## src/rtl/seq_multiplier_if.sv

```systemverilog
// Operand/result handshake bundle for seq_multiplier: valid/ready in, valid/ready out.
interface seq_multiplier_if #(
  parameter int WIDTH = 32
);
  logic               in_valid;
  logic               in_ready;
  logic [WIDTH-1:0]   in_a;
  logic [WIDTH-1:0]   in_b;
  logic               in_signed;
  logic               out_valid;
  logic               out_ready;
  logic [2*WIDTH-1:0] out_product;

  modport master (
    output in_valid, in_a, in_b, in_signed, out_ready,
    input  in_ready, out_valid, out_product
  );

  modport slave (
    input  in_valid, in_a, in_b, in_signed, out_ready,
    output in_ready, out_valid, out_product
  );
endinterface

```

## src/rtl/seq_multiplier.sv

```systemverilog
// Multi-cycle shift-add multiplier: STEP multiplier bits per clock on unsigned magnitudes,
// sign applied once at the end. Valid/ready on both sides, back-to-back accept from DONE.
module seq_multiplier #(
  parameter int WIDTH = 32,
  parameter int STEP  = 4
) (
  input  logic            clk,
  input  logic            rst_n,
  seq_multiplier_if.slave bus
);
  localparam int N  = WIDTH / STEP;
  localparam int CW = (N > 1) ? $clog2(N) : 1;
  localparam int PW = 2 * WIDTH;
  localparam int SW = $clog2(PW) + 1;

  typedef enum logic [1:0] {IDLE, BUSY, DONE} state_t;

  state_t           state, state_next;
  logic [WIDTH-1:0] mag_a, mag_b;
  logic [PW-1:0]    acc, acc_next, pp, product;
  logic             neg;
  logic [CW-1:0]    count;
  logic [SW-1:0]    shamt;
  logic             accept, last;

  // Partial product of the full multiplicand with the low STEP bits of the shrinking multiplier.
  always_comb begin
    shamt    = SW'(count) * SW'(STEP);
    pp       = ({{WIDTH{1'b0}}, mag_a} * {{(PW-STEP){1'b0}}, mag_b[STEP-1:0]}) << shamt;
    acc_next = acc + pp;
    last     = (count == CW'(N - 1));
  end

  always_ff @(posedge clk) begin
    if (!rst_n) state <= IDLE;
    else        state <= state_next;
  end

  always_comb begin
    state_next    = state;
    bus.in_ready  = (state == IDLE) || ((state == DONE) && bus.out_ready);
    bus.out_valid = (state == DONE);
    accept        = bus.in_valid && bus.in_ready;
    case (state)
      IDLE:    if (accept) state_next = BUSY;
      BUSY:    if (last) state_next = DONE;
      DONE:    if (bus.out_ready) state_next = accept ? BUSY : IDLE;
      default: state_next = IDLE;
    endcase
  end

  always_ff @(posedge clk) begin
    if (!rst_n) begin
      mag_a   <= '0;
      mag_b   <= '0;
      neg     <= 1'b0;
      acc     <= '0;
      count   <= '0;
      product <= '0;
    end else if (accept) begin
      // -2^(WIDTH-1) negates to itself, which is exactly its unsigned magnitude.
      mag_a <= (bus.in_signed && bus.in_a[WIDTH-1]) ? -bus.in_a : bus.in_a;
      mag_b <= (bus.in_signed && bus.in_b[WIDTH-1]) ? -bus.in_b : bus.in_b;
      neg   <= bus.in_signed && (bus.in_a[WIDTH-1] ^ bus.in_b[WIDTH-1]);
      acc   <= '0;
      count <= '0;
    end else if (state == BUSY) begin
      acc   <= acc_next;
      mag_b <= mag_b >> STEP;
      count <= count + 1'b1;
      if (last) product <= neg ? -acc_next : acc_next;
    end
  end

  assign bus.out_product = product;
endmodule

```

## src/flat_wrapper.sv

```systemverilog
// flat-port wrapper written by rule: the top's interface ports become plain ports
module seq_multiplier_flat 
#(
  parameter int WIDTH = 32,
  parameter int STEP  = 4
)
  (clk, rst_n, bus_in_valid, bus_in_a, bus_in_b, bus_in_signed, bus_out_ready, bus_in_ready, bus_out_valid, bus_out_product);
  seq_multiplier_if #(.WIDTH(WIDTH)) bus_i ();
  input  logic clk;
  input  logic rst_n;
  input wire logic [$bits(bus_i.in_valid)-1:0] bus_in_valid;
  input wire logic [$bits(bus_i.in_a)-1:0] bus_in_a;
  input wire logic [$bits(bus_i.in_b)-1:0] bus_in_b;
  input wire logic [$bits(bus_i.in_signed)-1:0] bus_in_signed;
  input wire logic [$bits(bus_i.out_ready)-1:0] bus_out_ready;
  output wire logic [$bits(bus_i.in_ready)-1:0] bus_in_ready;
  output wire logic [$bits(bus_i.out_valid)-1:0] bus_out_valid;
  output wire logic [$bits(bus_i.out_product)-1:0] bus_out_product;
  assign bus_i.in_valid = bus_in_valid;
  assign bus_i.in_a = bus_in_a;
  assign bus_i.in_b = bus_in_b;
  assign bus_i.in_signed = bus_in_signed;
  assign bus_i.out_ready = bus_out_ready;
  assign bus_in_ready = bus_i.in_ready;
  assign bus_out_valid = bus_i.out_valid;
  assign bus_out_product = bus_i.out_product;
  seq_multiplier #(.WIDTH(WIDTH), .STEP(STEP)) u_core (.clk(clk), .rst_n(rst_n), .bus(bus_i));
endmodule
```

## config.mk

```make
export PLATFORM = sky130hd
export DESIGN_NAME = seq_multiplier_flat
export DESIGN_NICKNAME = d
export VERILOG_FILES = /design/src/rtl/seq_multiplier_if.sv /design/src/rtl/seq_multiplier.sv /design/src/flat_wrapper.sv
export SDC_FILE = /design/constraint.sdc
export NUM_CORES = 1
export LEC_CHECK = 0
export BUFFER_PORTS_ARGS = -buffer_cell sky130_fd_sc_hd__buf_2
export CAP_MARGIN = 15
export CORE_MARGIN = 5
export CORE_UTILIZATION = 44
export DETAILED_ROUTE_END_ITERATION = 7
export PLACE_DENSITY = 0.64
export SETUP_SLACK_MARGIN = 0.2
export SLEW_MARGIN = 10
export SYNTH_ARGS = -nofsm -noshare
export SYNTH_HDL_FRONTEND = slang
export SYNTH_SLANG_ARGS = --single-unit
```

## constraint.sdc

```tcl
create_clock -name clk -period 19.1 [get_ports clk]
set_input_delay 1.91 -clock clk [delete_from_list [all_inputs] [get_ports clk]]
set_output_delay 1.91 -clock clk [all_outputs]
set_load 0.02 [all_outputs]
```

; ---- Word-level counts from Yosys, hierarchy flattened
; Cells that the tools add are included.
[word_totals]
output_inout_bits = 66
register_bits = 198
[classes]
n_reduce_logical = 11
eq_ne = 6
n_mul = 1
muxes = 10
bitwise_logic = 3
add_sub_neg = 5
shifts = 1
[op_table]
columns = operator, n
row1 = 32-bit two-way mux, 4
row2 = 64-bit adder, 1
row3 = 64-bit two-way mux, 1
row4 = 32-bit negation, 2
row5 = 64-bit negation, 1
row6 = 36-bit by 5-bit left shift with 64-bit output, 1
row7 = 32-bit by 4-bit multiplier with 36-bit output, 1
row8 = 2-bit two-way mux, 3
row9 = 2-bit one-hot mux with 3 select lines, 1
row10 = 3-bit AND reduction, 2
row11 = 1-bit logical AND, 5
row12 = "2-bit by 1-bit inequality test with 1-bit output, second input constant", 2
row13 = "3-bit by 1-bit adder with 3-bit output, second input constant", 1
row14 = "3-bit equality test, second input constant", 1
row15 = "2-bit by 1-bit equality test with 1-bit output, second input constant", 1
row16 = "2-bit equality test, second input constant", 1
row17 = 2-bit zero test, 1
row18 = "2-bit inequality test, second input constant", 1
row19 = 1-bit NOT, 2
row20 = 2-bit nonzero test, 1
row21 = 2-bit OR reduction, 1
row22 = 1-bit logical OR, 1
row23 = 1-bit two-way mux, 1
row24 = 1-bit XOR, 1

; ---- Longest topological paths before layout
[depth]
depth_word = 7
ltp_mapped = 36
ltp_nobuf = 31

; ---- Worst setup path before layout
; OpenSTA, ideal clock, no wires.
[synth_timing]
path_type = register to register
startpoint = register u_core.mag_b[3]
endpoint = register u_core.product[62], in the netlist u_core.bus.out_product[62]
path_slack_ps = 10669
t_arrival_ps = 8317
path_buffers = 4
period_less_slack_ps = 8431
stages_incl_launch_ff = 35
path_cell_list = dfxtp_1 -> clkbuf_1 -> nand2_1 -> fa_1 -> inv_1 -> fa_1 -> ha_1 -> a211oi_1 -> nor2_1 -> o31a_1 -> o211ai_1 -> a211oi_1 -> o31ai_1 -> o21ai_0 -> a21o_1 -> a21oi_1 -> xnor2_1 -> a221oi_1 -> mux2i_1 -> ha_1 -> clkbuf_1 -> nand2_1 -> or4_1 -> or2_2 -> o22ai_1 -> or3b_1 -> xor2_1 -> or3_1 -> or4_1 -> clkbuf_1 -> or2_2 -> clkbuf_1 -> o41ai_2 -> xnor2_1 -> o21ba_1
[synth_via]
elab_chain_len = 5
[synth_lines]
columns = element, line
row1 = start: declaration, seq_multiplier.sv:19  ; logic [WIDTH-1:0] mag_a, mag_b;
row2 = start signal: assignment, seq_multiplier.sv:63  ; mag_b <= (bus.in_signed && bus.in_b[WIDTH-1]) ? -bus.in_b : bus.in_b;
row3 = start signal: assignment, seq_multiplier.sv:69  ; mag_b <= mag_b >> STEP;
row4 = 32-bit by 4-bit multiplier with 36-bit output *, seq_multiplier.sv:29  ; pp = ({{WIDTH{1'b0}}, mag_a} * {{(PW-STEP){1'b0}}, mag_b[STEP-1:0]}) << shamt;
row5 = 36-bit by 5-bit left shift with 64-bit output *, seq_multiplier.sv:29
row6 = 64-bit adder *, seq_multiplier.sv:30  ; acc_next = acc + pp;
row7 = 64-bit negation, seq_multiplier.sv:71  ; if (last) product <= neg ? -acc_next : acc_next;
row8 = 64-bit two-way mux *, seq_multiplier.sv:71
row9 = end signal: assignment, seq_multiplier.sv:71
row10 = end: declaration, seq_multiplier.sv:20  ; logic [PW-1:0] acc, acc_next, pp, product;
; Every way passes the cells marked *; elsewhere a longest branch is shown, timed or not.
; A chain may end at the register's enable or synchronous reset.

; ---- Worst setup path after layout
[layout_timing]
startpoint = register u_core.mag_b[3]
endpoint = register u_core.product[61], in the netlist u_core.bus.out_product[61]
; The elaborated chain is that of the path after synthesis.

==> out/metrics.csv <==
stage;metric;value;unit
global_route;grt_pass1_vias;18600;
routing;wl;64.09;mm
critical_path;critPathLaunchType;flop;
floorplan;dieArea;0.04950;mm2
floorplan;die_h;222.5;um
routing;via_count;19810;
logic_synthesis;yosys.area.top_type_share;19.95;%
logic_synthesis;synth_top_cell_by_area;dfxtp_1;
logic_synthesis;avgSynthCellArea;7.317;um2
routing;vias_per_cell;5.957;
critical_path;crit_path_end_kind;flop;
critical_path;crit_arrival;10.46;ns
clock_network;cts_made_buffers;17;
routing;drtAntennaViolNets;0;
logic_synthesis;synth_warnings;0;
clock_network;cts_resized;0;
cells_and_area;final_nets;2958;
critical_path;path_class;flop to flop;
global_route;grt-ovfl-total;0;
timing;hold_viol;0;
placed_design;numPortBuffers;134;
power;p_per_area;56.97;mW/mm2
floorplan;die_w;222.5;um
clock_network;holdBufCountCts;0;
cells_and_area;drive_gt1_share;9.257;%
logic_synthesis;synth-seq-area-share;19.95;%
global_route;grt_max_degree;92;
clock_network;cts_root_buffer;clkbuf_16;
critical_path;critical-path-max-stage-delay;0.95;ns
placed_design;finalWeightedCongestion;0.9715;
timing;slew_headroom;27.48;%
worst_hold_path;hp-class;flop to flop;
logic_synthesis;synth_edf_count;0;
placed_design;dpl_cell_area;0.02078;mm2
cells_and_area;nFillCells;4528;
cells_and_area;fin_area;0.02145;mm2
flow_run;drv_cap;0;
floorplan;ioPinCount;135;
logic_synthesis;syn_area;0.01987;mm2
timing;setup_viol;0;
floorplan;initial_utilization;44.73;%
cells_and_area;final_cell_mix;nand2_1, a21oi_1, nor2_1;
timing;finClkSkew;0.01748;ns
critical_path;cpMostUsedCell;a21oi_1;
clock_network;clock_latency;0.52;ns
cells_and_area;regArea;0.003965;mm2
critical_path;crit_slowest_cell;dfxtp_1;
cells_and_area;diodes;0;
global_route;grt_pass1_wl;101.7;mm
power;irDropWorstVdd;0.00008462;V
floorplan;fp-row-count;77;
clock_network;cts.sinks;198;
logic_synthesis;syn_inst;2715;
cells_and_area;mostFrequentLayoutCell;nand2_1;
timing;max_freq;0.09939;GHz
critical_path;cp_max_fo;33;
power;p_leak;9.127;nW
timing;tns;0;ns
clock_network;post_cts_buffers;0;
cells_and_area;area_growth;7.967;%
routing;drt_pass1_iterations;6;
timing;worstMarginPinSlew;1.088;ns
placed_design;dp_hpwl;50.02;mm
logic_synthesis;synth_seq_cells;198;
routing;post-route-drc-count;0;
clock_network;path_clk_slew;0.09;ns
cells_and_area;fin_util;48.29;%
logic_synthesis;ys_types;93;
floorplan;core_area;0.04441;mm2
timing;rsz0062_at_grt;no;
logic_synthesis;ys.flop_type;dfxtp_1;
clock_network;htree_levels;4;
timing;period_minus_slack;10.06;ns
clock_network;cts_tree;built;
critical_path;crit_required;19.50;ns
logic_synthesis;ys_top_cells_by_area;dfxtp_1, nand2_1, ha_1, a21oi_1, fa_1;
logic_synthesis;synth_nets;2953;
run_status;outcome;completed;
global_route;antenna_found_initial;1;
timing;maxSlewViolCount;0;
clock_network;clk_path_buf_depth;2;
logic_synthesis;async_flop_share;0;%
timing;finalCritPeriodShare;52.68;%
cells_and_area;multi_input_area;0.01469;mm2
timing;hold_slack;0.4530;ns
routing;drt_iter0_drc;1713;
global_route;grt_usage;25.12;%
routing;routedWlPerCell;19.28;um
Yosys cell counts, types with 7 or more instances:
library cell  count
a211oi_1         77
a21o_1           59
a21oi_1         245
a221o_1           7
a22oi_1           8
a311oi_1         31
a31oi_1          10
and2_1          122
and3_1           25
and4_1            9
buf_1             9
buf_2            23
clkbuf_1        135
dfxtp_1         198
fa_1             61
ha_1            108
inv_1           150
mux2_2           17
mux2i_1          32
nand2_1         373
nand2b_1         14
nand3_1          54
nand3b_1          8
nand4_1          42
nor2_1          231
nor2b_1           7
nor3_1           46
nor4_1           14
o211ai_1         13
o21a_1           26
o21ai_0         136
o21ai_1           9
o21bai_1         16
o22ai_1           8
o31ai_1          32
o41ai_1          13
or2_2            13
or3_1            29
or4_1            13
xnor2_1          99
xor2_1           83
worst max-delay path: cells and delay by family, from the launching register on:
kind,cells,cell delay [ns]
AO/OA/AOI/OAI,13,3.63
XOR/XNOR,2,0.29
adder cells (fa/ha/maj),4,1.97
buffers and inverters,1,0.06
flip-flops,1,0.95
multiplexers,2,0.37
AND/OR/NAND/NOR,8,2.63
final timing paths:
check                                                              from  cells after the start  slack [ns]                                       to
worst max-delay path                       u_core.mag_b[3]$_SDFFE_PN0P_                     30        9.04  u_core.bus.out_product[61]$_SDFFE_PN0P_
worst min-delay path            u_core.bus.out_product[21]$_SDFFE_PN0P_                      2        0.45  u_core.bus.out_product[21]$_SDFFE_PN0P_
worst max register to register             u_core.mag_b[3]$_SDFFE_PN0P_                     30        9.04  u_core.bus.out_product[61]$_SDFFE_PN0P_
worst min register to register  u_core.bus.out_product[21]$_SDFFE_PN0P_                      2        0.45  u_core.bus.out_product[21]$_SDFFE_PN0P_
registers in the layout, indices dropped and copies added, names as in the netlist:
| name | cells |
|---|---|
| u_core.mag_a | 32 |
| u_core.state | 2 |
| u_core.acc | 64 |
| u_core.neg | 1 |
| u_core.bus.out_product | 64 |
| u_core.mag_b | 32 |
| u_core.count | 3 |
logic make-up (layout without fill, tap and decap cells):
group	Yosys count	in the layout	synth area share, %
AOI/OAI and AO/OA	768	768	25.30
xor gates and xnor gates	182	182	8.024
adders and majority gates	169	169	12.95
buffers and inverters	321	339	6.248
DFF	198	198	19.95
muxes	51	51	2.746
and+or+nand+nor	1026	1026	24.78
metal layers:
metal  vias up  share of wire, %  track usage, %
li1       9611                 -               -
met1      9527                45           33.83
met2       552                46           40.74
met3       115               5.1           4.474
met4         2               3.3           8.617
met5         -             0.011               0
stage by stage:
stage          instances  worst slack, ns  total power [W]
6_report            3325            9.039         0.001222
5_1_grt             3325            8.257         0.001286
4_1_cts             3324            9.123         0.001231
3_5_place_dp        3292            9.186        0.0008135
3_3_place_gp        3292            9.399        0.0008090
2_1_floorplan       2715            10.67        0.0007139
where the power goes:
part,total [W],internal [W],switching (W),leakage [nW]
combinational,0.000362,0.000125,0.000237,7.21
sequential,0.000446,0.000428,0.0000186,1.61
clock,0.000413,0.000217,0.000196,0.305
cell type report:
class | count | area share, %
clock buffer | 19 | 2.112
clock inverter | 13 | 0.8808
inverter | 153 | 2.683
multi-input combinational | 2196 | 68.47
sequential | 198 | 18.49
tap | 592 | 3.453
timing repair buffer | 154 | 3.920
Note: power is estimated with default switching activity, not from simulation.
